==> config.mk <==
export PLATFORM = sky130hd
export DESIGN_NAME = vga_timing_gen
export DESIGN_NICKNAME = d
export VERILOG_FILES = /design/src/rtl/vga_timing_pkg.sv /design/src/rtl/vga_pix_div.sv /design/src/rtl/vga_timing_gen.sv
export SDC_FILE = /design/constraint.sdc
export NUM_CORES = 1
export LEC_CHECK = 0
export ABC_AREA = 1
export CAP_MARGIN = 0
export CELL_PAD_IN_SITES_DETAIL_PLACEMENT = 1
export CELL_PAD_IN_SITES_GLOBAL_PLACEMENT = 2
export CORE_MARGIN = 3
export CORE_UTILIZATION = 28
export CTS_BUF_LIST = sky130_fd_sc_hd__clkbuf_2
export CTS_CLUSTER_DIAMETER = 200
export DETAILED_ROUTE_END_ITERATION = 10
export GPL_ROUTABILITY_DRIVEN = 1
export GPL_TIMING_DRIVEN = 0
export PLACE_DENSITY_LB_ADDON = 0.1
export RECOVER_POWER = 50
export SLEW_MARGIN = 20
export SYNTH_ARGS = -nofsm -noshare
export SYNTH_HDL_FRONTEND = slang
export SYNTH_SLANG_ARGS = --single-unit
==> constraint.sdc <==
create_clock -name clk -period 2.1 [get_ports clk]
set_input_delay 0.525 -clock clk [delete_from_list [all_inputs] [get_ports clk]]
set_output_delay 0.525 -clock clk [all_outputs]
set_load 0.01 [all_outputs]
==> src/rtl/vga_timing_pkg.sv <==
// Default 640x480 raster timing (25 MHz pixel from 100 MHz clk) and the shared coordinate type.
package vga_timing_pkg;

    localparam int CLK_DIV     = 4;

    localparam int H_TOTAL     = 800;
    localparam int H_SYNC      = 96;
    localparam int H_VIS_START = 144;
    localparam int H_VIS_END   = 784;

    localparam int V_TOTAL     = 521;
    localparam int V_SYNC      = 2;
    localparam int V_VIS_START = 31;
    localparam int V_VIS_END   = 511;

    typedef logic [9:0] coord_t;

endpackage

==> src/rtl/vga_pix_div.sv <==
// Pixel-rate divider: div counter 0..CLK_DIV-1, registered pix_en high the cycle after it reaches CLK_DIV-1.
module vga_pix_div #(
    parameter int CLK_DIV = 4
) (
    input  logic clk,
    input  logic rst,
    output logic pix_en_o
);

    localparam int DW = $clog2(CLK_DIV);
    localparam logic [DW-1:0] DIV_LAST = DW'(CLK_DIV - 1);

    if (CLK_DIV < 2 || CLK_DIV > 16) begin : g_bad_div
        $error("vga_pix_div: CLK_DIV must be in 2..16");
    end

    logic [DW-1:0] div_q;
    logic [DW-1:0] div_d;
    logic          pix_en_q;

    always_comb begin
        div_d = (div_q == DIV_LAST) ? '0 : div_q + 1'b1;
    end

    always_ff @(posedge clk or posedge rst) begin
        if (rst) begin
            div_q    <= '0;
            pix_en_q <= 1'b0;
        end else begin
            div_q    <= div_d;
            pix_en_q <= (div_q == DIV_LAST);
        end
    end

    assign pix_en_o = pix_en_q;

endmodule

==> src/rtl/vga_timing_gen.sv <==
// VGA raster counters, syncs, visible flag and line/frame strobes; all outputs registered from next-state counters.
// Optional frame counter enabled by defining VGA_FRAME_COUNT_EN (otherwise frame_cnt is tied to zero).
module vga_timing_gen
    import vga_timing_pkg::*;
#(
    parameter int CLK_DIV     = vga_timing_pkg::CLK_DIV,
    parameter int H_TOTAL     = vga_timing_pkg::H_TOTAL,
    parameter int H_SYNC      = vga_timing_pkg::H_SYNC,
    parameter int H_VIS_START = vga_timing_pkg::H_VIS_START,
    parameter int H_VIS_END   = vga_timing_pkg::H_VIS_END,
    parameter int V_TOTAL     = vga_timing_pkg::V_TOTAL,
    parameter int V_SYNC      = vga_timing_pkg::V_SYNC,
    parameter int V_VIS_START = vga_timing_pkg::V_VIS_START,
    parameter int V_VIS_END   = vga_timing_pkg::V_VIS_END
) (
    input  logic        clk,
    input  logic        rst,
    output logic        pix_en,
    output logic [9:0]  hc,
    output logic [9:0]  vc,
    output logic        hsync,
    output logic        vsync,
    output logic        videoen,
    output logic        line_start,
    output logic        frame_start,
    output logic [15:0] frame_cnt
);

    if (!(H_SYNC < H_VIS_START && H_VIS_START < H_VIS_END && H_VIS_END <= H_TOTAL && H_TOTAL <= 1024) ||
        !(V_SYNC < V_VIS_START && V_VIS_START < V_VIS_END && V_VIS_END <= V_TOTAL && V_TOTAL <= 1024))
    begin : g_bad_params
        $error("vga_timing_gen: timing parameters out of order");
    end

    // 11-bit bounds so a VIS_END of 1024 still compares correctly against a 10-bit counter
    localparam logic [10:0] H_SYNC_W  = 11'(H_SYNC);
    localparam logic [10:0] H_VS_W    = 11'(H_VIS_START);
    localparam logic [10:0] H_VE_W    = 11'(H_VIS_END);
    localparam logic [10:0] V_SYNC_W  = 11'(V_SYNC);
    localparam logic [10:0] V_VS_W    = 11'(V_VIS_START);
    localparam logic [10:0] V_VE_W    = 11'(V_VIS_END);
    localparam coord_t      H_LAST    = 10'(H_TOTAL - 1);
    localparam coord_t      V_LAST    = 10'(V_TOTAL - 1);

    logic   pix_en_w;
    coord_t hc_q, hc_d;
    coord_t vc_q, vc_d;
    logic   hsync_q, hsync_d;
    logic   vsync_q, vsync_d;
    logic   videoen_q, videoen_d;
    logic   line_start_q, line_start_d;
    logic   frame_start_q, frame_start_d;
    logic   h_wrap, v_wrap;

    vga_pix_div #(
        .CLK_DIV (CLK_DIV)
    ) u_pix_div (
        .clk      (clk),
        .rst      (rst),
        .pix_en_o (pix_en_w)
    );

    always_comb begin
        h_wrap        = (hc_q == H_LAST);
        v_wrap        = (vc_q == V_LAST);
        hc_d          = hc_q;
        vc_d          = vc_q;
        line_start_d  = 1'b0;
        frame_start_d = 1'b0;
        if (pix_en_w) begin
            if (h_wrap) begin
                hc_d          = '0;
                vc_d          = v_wrap ? '0 : vc_q + 10'd1;
                line_start_d  = 1'b1;
                frame_start_d = v_wrap;
            end else begin
                hc_d = hc_q + 10'd1;
            end
        end
        hsync_d   = ({1'b0, hc_d} >= H_SYNC_W);
        vsync_d   = ({1'b0, vc_d} >= V_SYNC_W);
        videoen_d = ({1'b0, hc_d} >= H_VS_W) && ({1'b0, hc_d} < H_VE_W) &&
                    ({1'b0, vc_d} >= V_VS_W) && ({1'b0, vc_d} < V_VE_W);
    end

    always_ff @(posedge clk or posedge rst) begin
        if (rst) begin
            hc_q          <= '0;
            vc_q          <= '0;
            hsync_q       <= 1'b0;
            vsync_q       <= 1'b0;
            videoen_q     <= 1'b0;
            line_start_q  <= 1'b0;
            frame_start_q <= 1'b0;
        end else begin
            hc_q          <= hc_d;
            vc_q          <= vc_d;
            hsync_q       <= hsync_d;
            vsync_q       <= vsync_d;
            videoen_q     <= videoen_d;
            line_start_q  <= line_start_d;
            frame_start_q <= frame_start_d;
        end
    end

`ifdef VGA_FRAME_COUNT_EN
    logic [15:0] frame_cnt_q;

    always_ff @(posedge clk or posedge rst) begin
        if (rst) begin
            frame_cnt_q <= 16'd0;
        end else if (frame_start_d) begin
            frame_cnt_q <= frame_cnt_q + 16'd1;
        end
    end

    assign frame_cnt = frame_cnt_q;
`else
    assign frame_cnt = 16'd0;
`endif

    assign pix_en      = pix_en_w;
    assign hc          = hc_q;
    assign vc          = vc_q;
    assign hsync       = hsync_q;
    assign vsync       = vsync_q;
    assign videoen     = videoen_q;
    assign line_start  = line_start_q;
    assign frame_start = frame_start_q;

endmodule

==> run summary, run 1 <==
Status: complete, no violations
Synth unique cells: 24
Root buf cell: clkbuf_2
Die height: 85.4 microns
DP HPWL: 3630 microns
Worst Setup EP: vc[5]
Via count: 1582
Slowest stage cell on the critical path: clkdlybuf4s50_1
Complex-gate fraction of the synthesized area: 0.0234
TritonRoute pass-1 iters: 3
Hold depth: 1
Area contributors post-synth: dfrtp_1, nand2_1, inv_1, nand3_1, buf_4
Die Wd: 85.4 microns
Leak: 1.30 nW
Critical Path RT: 1.57 ns
Clock skew: 0.0253 ns
Vias per Instance: 4.33
Syn. warnings: 0
Storage element area: 707 sq um
Synthesized-area fraction occupied by and/or/nand/nor cells: 0.375
Unrepaired setup endpoints after global routing: true
PortBufs: 27
Number of global-route vias before repair: 1583
Post-Synthesis Cell Area: 1770 sq um
Total global routing overflow: 0
Post-synth top area share: 0.397
Slew Limit Fails: 0
Minimum clock period after layout: 2.00 ns
Antenna Cells: 0
Total CTS buffers: 3
Commonest non-fill, non-tap cells in the layout: nand2_1, inv_1, nor2_1
Routed WL per cell: 12.8 microns
Syn_area_per_cell: 7.39 sq um
Final setup vio count: 0
Largest net degree at the start of global routing: 29
Initial Utilization: 0.293
Mux cell area share after synthesis: 0
Iteration-0 DRC Markers: 31
Post-Synth XOR/XNOR Area: 0.0149
Placed cell count: 356
Worst R2R Start: hc[1]
Post-CTS Hold Fix Bufs: 0
Period Utilization, post-route: 0.953
Core Util, Final: 0.380
Critical path capture point type: output port
Ordered cell list for the critical path: clkdlybuf4s50_1
RR Endpoint: vsync
Peak supply drop: 0.000187 V
Critical path peak fanout: 4
Slew HR: 0.240
Overall routed net length: 4670 microns
Register bit total from synthesis: 28
Max-Cap Viols: 0
Layout cells sized above 1: 0.172
Worst path max stage delay: 0.57 ns
Cells on worst reg2reg path: 9
Row cnt: 28
Clock latency at the later pin of the worst-skew pair: 0.39 ns
Nets@finish: 297
Flop-to-flop setup slack: 0.1 ns
Fmax: 0.500 GHz
Hold Slack: 0.451 ns
Number of fillers in the final layout: 768
Adder-Cell Fraction of Synth Area: 0.0283
Critical Path Stages: 1
Multi-input logic area: 877 sq um
TritonCTS clock tree: done
Worst Setup SP: vc[5]
Data arrival time of the worst path: 1.48 ns
I/O pin count: 44
Clock sinks: 28
Most common library cell in the layout ignoring fill and taps: nand2_1
Kind of critical path: reg2out
Final ANT Viol Nets: 0
Top Family by Delay on Critical Path: buffers and inverters
H-tree levels: 1
Sequential area share after synthesis: 0.397
Gp weighted congestion: 0.753
Final hold violations: 0
Post-Syn Instances: 239
CP startpoint kind: flip-flop
Worst-Margin Slew: 1.14 ns
CORE AREA: 6030 sq um
Max Buffers Root-to-Sink: 2
Synthesis-to-layout area growth: 29.8%
Residual DRC: 0
CP Buf/Inv Count: 1
Initial antenna violation count: 0
Combinational family with the most area after synthesis: simple AND/OR/NAND/NOR gates
DIE AREA: 7290 sq um
Post-Layout Cell Count: 365
First-pass GRT wire length: 7890 microns
Clock transition at the registers of the reported paths: 0.30 ns
All-Layer GR Usage: 0.135
PD cells: 352 nW/um^2
Area leader, netlist: dfrtp_1
HP Class: reg2reg
[metrics by stage]
stage / TNS [ns] / total power [mW] / worst slack (ns) / instance area (sq um)
2_1_floorplan: 0 / 0.592 / 0.275 / 1820
3_3_place_gp: 0 / 0.598 / 0.000192 / 2190
3_5_place_dp: -0.0165 / 0.599 / -0.0165 / 2190
4_1_cts: 0 / 0.825 / 0.00775 / 2220
5_1_grt: -0.102 / 0.852 / -0.0591 / 2290
6_report: 0 / 0.807 / 0.0991 / 2290
[what timing repair did]
item                                    CTS  global route
pin swaps                                 0             3
resized for setup                         1            13
buffers inserted                          2             3
endpoints found under the setup margin    3             6
endpoints found under the hold margin     0             0
[cell usage after synthesis]
cell      instances
or2_2             1
o21ai_0           1
a21oi_1           3
nand2_4           1
nand2_1          65
dfrtp_1          28
conb_1            1
clkbuf_1          1
nand3_1          26
nor2_1           26
nand4_4           1
nand2_2           3
buf_4            17
xnor2_1           2
xor2_1            1
nor2_8            2
inv_1            40
nor2_2            6
a211o_1           1
nand4_1           6
o21ai_1           1
nand3_4           1
ha_1              4
o21bai_1          1
[final cells by class]
| type | instances | area share |
|---|---|---|
| clock inverters | 1 | 0.00164 |
| clock buffers | 3 | 0.00655 |
| multi-input cells | 168 | 0.383 |
| inverters | 40 | 0.0671 |
| repair buffers | 32 | 0.135 |
| flip-flops and latches | 28 | 0.308 |
| well taps | 75 | 0.0409 |
| plain buffers | 18 | 0.0573 |
[flip-flops by register name, indices dropped and copies added, names as in the netlist]
register and count:
frame_start 1, hc 10, videoen 1, u_pix_div.pix_en_o 1
vsync 1, u_pix_div.div_q 2, vc 10, hsync 1
line_start 1
[metal layers]
| metal | wire length (microns) | track usage | part of all wire |
|---|---|---|---|
| met5 | 0 | 0 | 0 |
| met2 | 2130 | 0.208 | 0.46 |
| met4 | 23 | 0.0345 | 0.0049 |
| met1 | 2360 | 0.199 | 0.51 |
| met3 | 151 | 0.0194 | 0.032 |
[kinds of logic (layout without fill, tap and decap cells)]
logic type      Yosys count  after routing
compound gates            7              7
fa+ha+maj                 4              4
xor+xnor                  3              3
buf+inv                  58             94
other cells               1             16
simple gates            138            138
flops                    28             28
[worst min-delay path by stage]
stage,endpoint,slack (ns),from
2_1_floorplan,u_pix_div.div_q[0],0.40,u_pix_div.div_q[0]
3_3_place_gp,u_pix_div.div_q[0],0.41,u_pix_div.div_q[0]
3_5_place_dp,u_pix_div.div_q[0],0.42,u_pix_div.div_q[0]
4_1_cts,u_pix_div.div_q[0],0.45,u_pix_div.div_q[0]
5_1_grt,u_pix_div.div_q[0],0.46,u_pix_div.div_q[0]
6_report,u_pix_div.div_q[0],0.45,u_pix_div.div_q[0]
[where the power goes]
| group | internal [mW] | switching, mW | total (mW) |
|---|---|---|---|
| Sequential | 0.541 | 0 | 0.541 |
| Combinational | 0.0205 | 0.0279 | 0.0484 |
| Clock | 0.0413 | 0.176 | 0.218 |
| Total | 0.603 | 0.204 | 0.807 |
Power figures use the tool's default switching activity.
==> run 2, diff against run 1 <==
MAX_ROUTING_LAYER = met4   (was not set)
==> run 2 against run 1 <==
Against the previous run:
- cell count stayed put
- global-route usage rose by 0.40 points
- worst hold slack is essentially flat
- critical endpoint is now vsync
- core utilization rose by 0.083 points
==> run summary, run 2 (synthesis results as in run 1) <==
Via count: 1584
Antenna Cells: 0
Overall routed net length: 4680 microns
Slew HR: 0.239
DIE AREA: 7290 sq um
Nets@finish: 297
Clock skew: 0.0235 ns
Period Utilization, post-route: 0.952
TritonRoute pass-1 iters: 4
Placed cell count: 356
PortBufs: 27
Clock sinks: 28
Residual DRC: 0
Layout cells sized above 1: 0.172
Internal Pwr Total: 0.603 mW
Flop-to-flop setup slack: 0.10 ns
Pre-CTS WS: -0.0165 ns
Placed Area: 2190 sq um
Core Util, Final: 0.381
Largest net degree at the start of global routing: 29
Vias per Instance: 4.34
Fin worst setup slack: 0.101 ns
HP Class: reg2reg
Multi-input logic area: 882 sq um
Post-Layout Cell Count: 365
Die Wd: 85.4 microns
Root buf cell: clkbuf_2
Seq pwr share: 0.671
Status: complete, no violations
Max Buffers Root-to-Sink: 2
Total CTS buffers: 3
Critical Path RT: 2.43 ns
Storage element area: 707 sq um
Gp weighted congestion: 0.763
Final hold violations: 0
Number of fillers in the final layout: 768
Data arrival time of the worst path: 2.33 ns
Row cnt: 28
Power Total: 0.806 mW
Logic pwr share: 0.060
Switching share of power: 0.252
All-Layer GR Usage: 0.139
Psw: 0.203 mW
Worst-Margin Slew: 1.14 ns
Final Cell Area: 2300 sq um
Critical path capture point type: flip-flop
First-pass GRT wire length: 7880 microns
Setup Total Neg Slack: 0 ns
Unrepaired setup endpoints after global routing: true
Total global routing overflow: 0
Die height: 85.4 microns
DP HPWL: 3630 microns
Synthesis-to-layout area growth: 30.1%
Clock share of power: 0.269
Hold Slack: 0.451 ns
Clock latency at the later pin of the worst-skew pair: 0.39 ns
Kind of critical path: reg2reg
I/O pin count: 44
CORE AREA: 6030 sq um
Most common library cell in the layout ignoring fill and taps: nand2_1
Initial Utilization: 0.293
CP startpoint kind: flip-flop
Final ANT Viol Nets: 0
Clock transition at the registers of the reported paths: 0.30 ns
Slew Limit Fails: 0
Worst path max stage delay: 0.49 ns
PD cells: 351 nW/um^2
H-tree levels: 1
Number of global-route vias before repair: 1583
Minimum clock period after layout: 2.00 ns
Final setup vio count: 0
Critical path peak fanout: 6
Routed WL per cell: 12.8 microns
Slowest stage cell on the critical path: dfrtp_1
Ordered cell list for the critical path: ha_4 > nand2_2 > nor2_8 > nand4_4 > nor2_2 > xnor2_1 > nand3_1 > nor2_1 > nand2_1
Fmax: 0.500 GHz
Peak supply drop: 0.000187 V
Max-Cap Viols: 0
TritonCTS clock tree: done
Iteration-0 DRC Markers: 36
Leak: 1.30 nW
Initial antenna violation count: 0
Post-CTS Hold Fix Bufs: 0
Commonest non-fill, non-tap cells in the layout: nand2_1, inv_1, nor2_1
run 2: critical path, delay by kind of cell, from the launching register on:
family,cells,cell delay [ns]
flip-flops,1,0.49
XOR/XNOR,1,0.21
AND/OR/NAND/NOR,7,1.08
adder cells (fa/ha/maj),1,0.17
run 2: path summary, 6_finish.rpt:
path | from | end | cells past startpoint
max in group asynchronous | rst | vc[6] | 2
min in group asynchronous | rst | line_start | 2
setup / recovery | hc[1] | vsync | 9
setup reg to reg | hc[1] | vsync | 9
hold reg to reg | u_pix_div.div_q[0] | u_pix_div.div_q[0] | 1
hold / removal | u_pix_div.div_q[0] | u_pix_div.div_q[0] | 1
run 2: area by class of cell:
cell class / count / area share
multi-input cells: 168 / 0.384
flip-flops and latches: 28 / 0.308
repair buffers: 32 / 0.135
inverters: 40 / 0.0670
plain buffers: 18 / 0.0572
well taps: 75 / 0.0408
clock buffers: 3 / 0.00654
clock inverters: 1 / 0.00163
run 2: power groups by stage:
stage          clock, mW  combinational (mW)  sequential [mW]
3_3_place_gp           0              0.0487            0.549
2_1_floorplan          0              0.0425            0.549
5_1_grt            0.256              0.0539            0.542
6_report           0.217              0.0484            0.541
4_1_cts            0.234              0.0491            0.541
3_5_place_dp           0              0.0492            0.549
run 2: repair_timing:
action / 4_1_cts / 5_1_grt
endpoints found under the hold margin: 0 / 0
buffers inserted: 2 / 3
setup endpoints to repair: 3 / 6
pin swaps: 0 / 3
gates resized for setup: 1 / 14
run 2: metal layers:
metal	share of wire	GRT usage	wire, microns	up-vias
li1	-	-	-	805
met1	0.51	0.202	2400	755
met2	0.46	0.208	2140	22
met3	0.025	0.0146	117	2
met4	0.0049	0.0345	23	0
met5	0	-	0	-
==> run 3, diff against run 2 <==
CTS_CLUSTER_DIAMETER = 50   (was 200)
==> results of run 3 <==
The final DEF is identical to that of run 2; final timing and power are the same.
